`src/rtl/instruction_processor_pkg.sv`:
```
// Shared encodings for the IP-local instruction processor: word classes,
// ALU opcodes, condition codes, register indices and the forwarded NOP.
package instruction_processor_pkg;

  localparam logic [1:0]  CLASS_ALU = 2'b01;
  localparam logic [4:0]  OP_FWD    = 5'b00000;
  localparam logic [4:0]  OP_JMP    = 5'b00001;
  localparam logic [4:0]  OP_MOVH   = 5'b00010;
  localparam logic [4:0]  OP_MOVL   = 5'b00011;

  localparam logic [2:0]  SP_IDX    = 3'd6;
  localparam logic [2:0]  IP_IDX    = 3'd7;

  // addnv r0,r0 in core encoding
  localparam logic [14:0] NOP_WORD  = 15'h42C0;

  typedef enum logic [3:0] {
    ALU_ADD = 4'b0000,
    ALU_SUB = 4'b0001,
    ALU_AND = 4'b0010,
    ALU_OR  = 4'b0011,
    ALU_MUL = 4'b0100,
    ALU_XOR = 4'b0101,
    ALU_MOV = 4'b0110,
    ALU_CMP = 4'b0111
  } alu_op_e;

  localparam logic [3:0] COND_Z  = 4'b0000;
  localparam logic [3:0] COND_NZ = 4'b0001;
  localparam logic [3:0] COND_C  = 4'b0010;
  localparam logic [3:0] COND_NC = 4'b0011;
  localparam logic [3:0] COND_N  = 4'b0100;
  localparam logic [3:0] COND_NN = 4'b0101;
  localparam logic [3:0] COND_AL = 4'b1010;
  localparam logic [3:0] COND_NV = 4'b1011;

  typedef struct packed {
    logic [1:0] cls;
    logic [3:0] op;
    logic [3:0] cond;
    logic [2:0] dst;
    logic [2:0] src;
  } alu_word_t;

  function automatic logic cond_met(input logic [3:0] cond,
                                    input logic z, input logic n, input logic c);
    case (cond)
      COND_Z:  cond_met = z;
      COND_NZ: cond_met = ~z;
      COND_C:  cond_met = c;
      COND_NC: cond_met = ~c;
      COND_N:  cond_met = n;
      COND_NN: cond_met = ~n;
      COND_AL: cond_met = 1'b1;
      COND_NV: cond_met = 1'b0;
      default: cond_met = 1'b0;
    endcase
  endfunction

endpackage

```
`src/rtl/ip_alu.sv`:
```
// Combinational ALU for IP-local arithmetic words: result plus Z/N/C and
// whether the op executes at all / writes its destination.
module ip_alu
  import instruction_processor_pkg::*;
#(
  parameter int WIDTH = 16
) (
  input  logic [3:0]       op,
  input  logic [WIDTH-1:0] a,
  input  logic [WIDTH-1:0] b,
  output logic [WIDTH-1:0] result,
  output logic             flag_z,
  output logic             flag_n,
  output logic             flag_c,
  output logic             executes,
  output logic             writes
);

  logic [WIDTH:0]     sum;
  logic [WIDTH:0]     diff;
  logic [2*WIDTH-1:0] prod;

  assign sum  = {1'b0, a} + {1'b0, b};
  assign diff = {1'b0, a} - {1'b0, b};
  assign prod = {{WIDTH{1'b0}}, a} * {{WIDTH{1'b0}}, b};

  always_comb begin
    result = '0;
    flag_c = 1'b0;
    case (op)
      ALU_ADD: begin
        result = sum[WIDTH-1:0];
        flag_c = sum[WIDTH];
      end
      ALU_SUB, ALU_CMP: begin
        // top bit of the widened difference is the borrow
        result = diff[WIDTH-1:0];
        flag_c = diff[WIDTH];
      end
      ALU_AND: result = a & b;
      ALU_OR:  result = a | b;
      ALU_MUL: begin
        result = prod[WIDTH-1:0];
        flag_c = |prod[2*WIDTH-1:WIDTH];
      end
      ALU_XOR: result = a ^ b;
      ALU_MOV: result = b;
      default: result = '0;
    endcase
  end

  assign flag_z   = (result == '0);
  assign flag_n   = result[WIDTH-1];
  assign executes = ~op[3];
  assign writes   = ~op[3] && (op != ALU_CMP);

endmodule

```
`src/rtl/instruction_processor.sv`:
```
// Instruction pre-decoder: owns R0-R7 (R6=SP, R7=IP), executes IP-local words
// itself and forwards core / memory words, substituting NOP for local ones.
module instruction_processor
  import instruction_processor_pkg::*;
#(
  parameter int WIDTH       = 16,
  parameter int REGS_CODING = 8
) (
  input  logic                   clock,
  input  logic                   reset,
  input  logic [WIDTH-1:0]       regData,
  input  logic [REGS_CODING-1:0] regChoose,
  input  logic [WIDTH-1:0]       ROMData,
  output logic [WIDTH-2:0]       instructionOut,
  output logic [WIDTH-1:0]       ROMAddress
);

  logic [WIDTH-1:0] regs [REGS_CODING];
  logic             flag_z;
  logic             flag_n;
  logic             flag_c;

  alu_word_t        word;
  logic [4:0]       opcode5;
  logic [2:0]       mv_idx;
  logic [WIDTH-1:0] mv_val;
  logic             is_fwd;

  logic [WIDTH-1:0] alu_result;
  logic             alu_z;
  logic             alu_n;
  logic             alu_c;
  logic             alu_executes;
  logic             alu_writes;

  logic             int_we;
  logic [2:0]       int_idx;
  logic [WIDTH-1:0] int_data;
  logic             flag_we;

  assign word    = alu_word_t'(ROMData);
  assign opcode5 = ROMData[WIDTH-1:WIDTH-5];
  assign mv_idx  = ROMData[10:8];
  assign mv_val  = regs[mv_idx];

  assign ROMAddress = regs[IP_IDX];

  // Core words (msb set) and the memory/transfer group pass straight through
  assign is_fwd         = ROMData[WIDTH-1] || (opcode5 == OP_FWD);
  assign instructionOut = is_fwd ? ROMData[WIDTH-2:0] : NOP_WORD;

  ip_alu #(
    .WIDTH (WIDTH)
  ) u_alu (
    .op       (word.op),
    .a        (regs[word.dst]),
    .b        (regs[word.src]),
    .result   (alu_result),
    .flag_z   (alu_z),
    .flag_n   (alu_n),
    .flag_c   (alu_c),
    .executes (alu_executes),
    .writes   (alu_writes)
  );

  always_comb begin
    int_we   = 1'b0;
    int_idx  = word.dst;
    int_data = alu_result;
    flag_we  = 1'b0;
    if (word.cls == CLASS_ALU) begin
      if (alu_executes && cond_met(word.cond, flag_z, flag_n, flag_c)) begin
        flag_we = 1'b1;
        int_we  = alu_writes;
      end
    end else begin
      case (opcode5)
        OP_MOVL: begin
          int_we   = 1'b1;
          int_idx  = mv_idx;
          int_data = {mv_val[WIDTH-1:8], ROMData[7:0]};
        end
        OP_MOVH: begin
          int_we   = 1'b1;
          int_idx  = mv_idx;
          int_data = {ROMData[7:0], mv_val[7:0]};
        end
        OP_JMP: begin
          int_we   = 1'b1;
          int_idx  = IP_IDX;
          int_data = mv_val;
        end
        default: int_we = 1'b0;
      endcase
    end
  end

  // Priority per register: external write, then internal write, then IP increment
  always_ff @(posedge clock or negedge reset) begin
    if (!reset) begin
      for (int i = 0; i < REGS_CODING; i++) regs[i] <= '0;
      flag_z <= 1'b0;
      flag_n <= 1'b0;
      flag_c <= 1'b0;
    end else begin
      for (int i = 0; i < REGS_CODING; i++) begin
        if (regChoose[i]) begin
          regs[i] <= regData;
        end else if (int_we && (int_idx == 3'(i))) begin
          regs[i] <= int_data;
        end else if (IP_IDX == 3'(i)) begin
          regs[i] <= regs[i] + WIDTH'(1);
        end
      end
      if (flag_we) begin
        flag_z <= alu_z;
        flag_n <= alu_n;
        flag_c <= alu_c;
      end
    end
  end

endmodule

```
`config.mk`:
```
export PLATFORM = sky130hd
export DESIGN_NAME = instruction_processor
export DESIGN_NICKNAME = d
export VERILOG_FILES = /design/src/rtl/instruction_processor_pkg.sv /design/src/rtl/ip_alu.sv /design/src/rtl/instruction_processor.sv
export SDC_FILE = /design/constraint.sdc
export NUM_CORES = 1
export LEC_CHECK = 0
export BUFFER_PORTS_ARGS = -buffer_cell sky130_fd_sc_hd__buf_4
export CORE_AREA = 2 2 212 214
export DETAILED_ROUTE_END_ITERATION = 16
export DIE_AREA = 0 0 214 216
export PLACE_DENSITY = 0.71
export SYNTH_ARGS = -nofsm -noshare
export SYNTH_HDL_FRONTEND = slang
export SYNTH_HIERARCHICAL = 1
export SYNTH_SLANG_ARGS = --single-unit
```
`constraint.sdc`:
```
create_clock -name clock -period 18.45 [get_ports clock]
set_input_delay 4.6125 -clock clock [delete_from_list [all_inputs] [get_ports clock]]
set_output_delay 4.6125 -clock clock [all_outputs]
set_load 0.01 [all_outputs]
```
==> results of run 1 <==
==> path summary, 6_finish.rpt <==
| path | to | slack, ns | cells past startpoint |
|---|---|---|---|
| max | flag_c | 5.46 | 26 |
| min | flag_z | 0.51 | 1 |
| max reg2reg | flag_c | 9.80 | 25 |
| min reg2reg | flag_z | 0.51 | 1 |
| max in group asynchronous | regs[18] | 12.88 | 2 |
| min in group asynchronous | regs[44] | 4.17 | 1 |
==> kinds of logic after synthesis <==
logic type      share of synthesized area [%]
mux                                      17.2
fa+ha+maj                                26.9
buf+inv                                  9.42
compound gates                           15.2
xor+xnor                                 1.29
flops                                    15.1
simple gates                             14.9
==> synth_stat cells (15+ instances only) <==
cell / n
nand2b_1: 19
a31oi_1: 33
and3_1: 17
buf_1: 21
mux2i_1: 87
a221o_1: 17
o31ai_1: 18
xnor2_1: 18
ha_1: 153
fa_1: 196
buf_4: 23
nand3_1: 39
o21ai_1: 17
dfrtp_1: 131
o21ai_0: 104
nor2b_1: 18
a21oi_1: 133
o211ai_1: 15
a211oi_1: 17
nor2_1: 258
buf_2: 26
nor3_1: 41
a21o_1: 17
clkbuf_1: 105
nand2_1: 237
inv_1: 278
mux4_2: 85
mux2_2: 63
==> layout make-up <==
cell class / count / share of cell area (%)
multi-input cells: 1839 / 72.1
clock inverters: 10 / 0.680
well taps: 592 / 3.25
inverters: 294 / 4.84
clock buffers: 21 / 2.06
flip-flops and latches: 131 / 14.4
repair buffers: 83 / 2.75
==> through the flow <==
step	setup WS, ns	std cells
2_1_floorplan	5.88	2453
3_3_place_gp	5.21	2939
3_5_place_dp	5.08	2939
4_1_cts	5.54	2970
5_1_grt	5.13	2970
6_report	5.46	2970
==> placed cells by master (no fill, tap or decap), types with 85 or more instances in the layout <==
master and count:
inv_1 278, nor2_1 257, nand2_1 237, fa_1 196
ha_1 153, a21oi_1 132, dfrtp_1 131, o21ai_0 104
mux2i_1 87, mux4_2 85
==> sequential cells by signal, indices dropped and copies added (netlist names) <==
name and cells:
flag_c 1, regs 112, ROMAddress 16, flag_n 1
flag_z 1
==> worst register-to-register path: stages (launching register included) <==
cell and delay, ns:
dfrtp_1 0.51, mux4_2 0.51, mux2_2 0.39, inv_1 0.36, nor2_1 0.12, fa_1 0.54
inv_1 0.05, fa_1 0.46, fa_1 0.51, inv_1 0.04, ha_1 0.29, fa_1 0.48
inv_1 0.05, fa_1 0.47, inv_1 0.05, ha_1 0.34, a2111oi_0 0.43, a211oi_1 0.11
o21a_1 0.16, o311ai_0 0.78, nor2_1 0.18, or4_1 0.43, a311o_1 0.32, nor4_1 0.52
o221ai_1 0.17, mux2_2 0.30
==> routing by layer <==
layer  part of all wire [%]  vias up  GRT usage [%]  routed length (microns)
met5                      0        -              0                        0
met4                    5.3        0           15.5                     3930
met3                     10      265           6.15                     7750
met2                     45     1286           50.7                    33500
met1                     39     9460           42.1                    29200
li1                       -     8305              -                        -
==> impl_metrics.json, run 1 <==
{
  "r2r-start": "ROMAddress[4]",
  "rows": 77,
  "portBuffers": 72,
  "min_period_over_period_pct": 70.4,
  "fillers": 4002,
  "die_w_microns": 214,
  "critPathKind": "in2reg",
  "via_per_inst": 6.50,
  "multiInputGateArea_sq_mm": 0.0164,
  "antenna_left": 0,
  "cts_hold_buf": 0,
  "tightestPinTransition_ns": 1.20,
  "clock-sinks": 131,
  "worstPathMaxFanout": 35,
  "num_vias": 19300,
  "critPathTopFamily": "adder cells",
  "maxSlewHeadroom_pct": 20.1,
  "fin_worst_skew_ns": 0.0124,
  "ys_seq_area_share_pct": 15.1,
  "cts_resized": 0,
  "dpl_cell_area_sq_mm": 0.0222,
  "final_net_count": 2757,
  "clk_pin_slew_ns": 0.07,
  "synth_cell_type_count": 98,
  "area_delta_synth_final_pct": 5.18,
  "cp_slowest_cell": "o311ai_0",
  "synth_edf_count": 0,
  "cp_num_buf_inv": 6,
  "clk_latency_ns": 0.44,
  "hold_class": "reg2reg",
  "grt_pass1_vias": 19300,
  "synth.top_cell.area_share_pct": 18.1,
  "cts-root-buf": "clkbuf_16",
  "slowest_delay_ns": 0.78,
  "gp_congestion": 0.976,
  "rsz0062_at_grt": "no",
  "route.detailed.drc": 0,
  "whs_ns": 0.510,
  "totalNegativeSetupSlack_ns": 0,
  "cts_made_buffers": 17,
  "slew_viol_final": 0,
  "core_region_area_sq_mm": 0.0438,
  "die_area_sq_mm": 0.0462,
  "crit_required_ns": 18.78,
  "crit_path_end_kind": "register",
  "drv_cap": 0,
  "final_hold_viol_count": 0,
  "worstSetupStartpointType": "primary input",
  "cts_tree": "built",
  "grt_pass1_wl_microns": 114000,
  "crit_start": "ROMData[0]",
  "dpl.hpwl_microns": 54400,
  "crit_arrival_ns": 13.31,
  "seq_area_sq_mm": 0.00328,
  "diodes": 0,
  "avgRoutedWirePerCell_microns": 25.0,
  "status": "complete, no violations",
  "drive_gt1_share_pct": 13.2,
  "synth_ff_type": "dfrtp_1",
  "ys_top_cells_by_area": "fa_1 18%, dfrtp_1 15%, ha_1 8.8%, mux4_2 8.8%, inv_1 4.8%",
  "netlist_area_sq_mm": 0.0217,
  "ys_warn_count": 6,
  "drt_pass1_iterations": 6,
  "final_util_pct": 52.0,
  "async_flop_share_pct": 100,
  "track_usage_pct": 32.0,
  "syn-num-nets": 2844,
  "ios": 73,
  "postCtsSetupRepairBufs": 0,
  "htreeDepth": 4,
  "antenna_found_initial": 0,
  "min_period_ns": 12.99,
  "netlist_instances": 2453,
  "wl_microns": 74400,
  "setup_viol": 0,
  "die-height_microns": 216,
  "yosysTopAreaCell": "fa_1",
  "ys_ff_latch": 131,
  "drtIter0Drc": 2485,
  "syn_area_per_cell_sq_um": 8.84,
  "overflow": 0,
  "final_cell_area_sq_mm": 0.0228,
  "cts_buffer_depth": 2,
  "max_clock_freq_ghz": 0.0770,
  "grt_max_degree": 73,
  "start_util_pct": 49.5,
  "hp-start": "flag_z"
}
Power of run 1 is left out: the tool's default activity adds up to more than one toggle a clock period on the data nets, which glitch-free logic cannot reach.
==> run 2: changes to the inputs <==
PLACE_DENSITY = 0.73   (was 0.71)
clock period = 11.6 ns   (was 18.45 ns; I/O delays follow)
==> impl_metrics.json, run 2 (synthesized netlist as in run 1, its figures left out) <==
{
  "gp_congestion": 0.971,
  "antenna_left": 0,
  "cts-root-buf": "clkbuf_16",
  "htreeDepth": 4,
  "crit_required_ns": 11.94,
  "final_net_count": 2779,
  "dpl_cell_area_sq_mm": 0.0223,
  "rr_endpoint": "regs[63]",
  "hold_class": "reg2reg",
  "tightestPinTransition_ns": 1.08,
  "pre_cts_ws_ns": 0.276,
  "crit_path_end_kind": "register",
  "grt_pass1_vias": 19800,
  "cts_made_buffers": 17,
  "diodes": 0,
  "grt_util_met2_pct": 50.8,
  "final_hold_viol_count": 0,
  "num_vias": 19500,
  "r2r_slack_ns": 3.12,
  "drtIter0Drc": 2315,
  "worstSetupStartpointType": "primary input",
  "status": "complete, no violations",
  "crit_path_frequent_cell": "fa_1",
  "grt_busiest_layer": "met2",
  "overflow": 0,
  "slowest_delay_ns": 0.59,
  "cp_slowest_cell": "mux4_2",
  "worstPathMaxFanout": 33,
  "totalNegativeSetupSlack_ns": 0,
  "dpl.hpwl_microns": 53900,
  "via_per_inst": 6.51,
  "layout_setup_ws_ns": 0.588,
  "drv_cap": 0,
  "grt_max_degree": 79,
  "portBuffers": 72,
  "drive_gt1_share_pct": 14.0,
  "cts_tree": "built",
  "die_area_sq_mm": 0.0462,
  "cts_buffer_depth": 2,
  "r2r-start": "ROMAddress[8]",
  "critPathTopFamily": "adder cells",
  "mostFrequentLayoutCells": "278 x inv_1, 257 x nor2_1, 237 x nand2_1, 196 x fa_1, 153 x ha_1",
  "avgRoutedWirePerCell_microns": 24.0,
  "rows": 77,
  "cts_hold_buf": 0,
  "wl_microns": 71700,
  "start_util_pct": 49.5,
  "r2r_cells": 26,
  "min_period_ns": 11.01,
  "route.detailed.drc": 0,
  "met3_usage_pct": 6.69,
  "cts_resized": 0,
  "core_region_area_sq_mm": 0.0438,
  "rsz0062_at_grt": "no",
  "critPathKind": "in2reg",
  "clk_latency_ns": 0.43,
  "final_cell_area_sq_mm": 0.0230,
  "crit_end": "regs[63]",
  "maxSlewHeadroom_pct": 28.2,
  "cp_num_buf_inv": 6,
  "setup_viol": 0,
  "min_period_over_period_pct": 94.9,
  "drt_pass1_iterations": 7,
  "fin_worst_skew_ns": 0.0111,
  "die-height_microns": 216,
  "die_w_microns": 214,
  "final_util_pct": 52.4,
  "area_delta_synth_final_pct": 5.84,
  "crit_arrival_ns": 11.35,
  "largest_register_ffs": 112,
  "use_met1_pct": 40.1,
  "postCtsSetupRepairBufs": 0,
  "grt_pass1_wl_microns": 113000,
  "clock-sinks": 131,
  "top_register": "regs",
  "cp.depth": 27,
  "clk_pin_slew_ns": 0.07,
  "crit_start": "ROMData[3]",
  "max_clock_freq_ghz": 0.0908,
  "layout_commonest_cell": "inv_1",
  "track_usage_pct": 31.2,
  "ios": 73,
  "antenna_found_initial": 0,
  "slew_viol_final": 0
}
## run 2: routing by layer
metal | vias up | part of all wire (%)
li1 | 8391 | -
met2 | 1286 | 46
met3 | 213 | 11
met4 | 0 | 4.5
met1 | 9600 | 38
met5 | - | 0
## run 2: final cells by class
class	count	area, sq um
clock buffers	18	439
clock inverters	14	180
fillers	4042	20900
inverters	294	1100
multi-input cells	1839	16400
flip-flops and latches	131	3280
well taps	592	741
repair buffers	105	792
## run 2: through the flow
stage | instances | hold WS (ns)
detailed placement | 2961 | 0.497
global placement | 2961 | 0.491
CTS | 2993 | 0.511
floorplan | 2453 | 0.480
finish | 2993 | 0.510
global route | 2993 | 0.538
## run 2: how the worst min path moves through the flow
stage / start / endpoint / slack [ns] / cells past startpoint
6_report: flag_z / flag_z / 0.51 / 1
5_1_grt: flag_z / flag_z / 0.54 / 1
4_1_cts: flag_z / flag_z / 0.51 / 1
3_5_place_dp: flag_z / flag_z / 0.50 / 1
3_3_place_gp: flag_z / flag_z / 0.49 / 1
2_1_floorplan: flag_z / flag_z / 0.48 / 1
Power of run 2 is left out for the same reason.
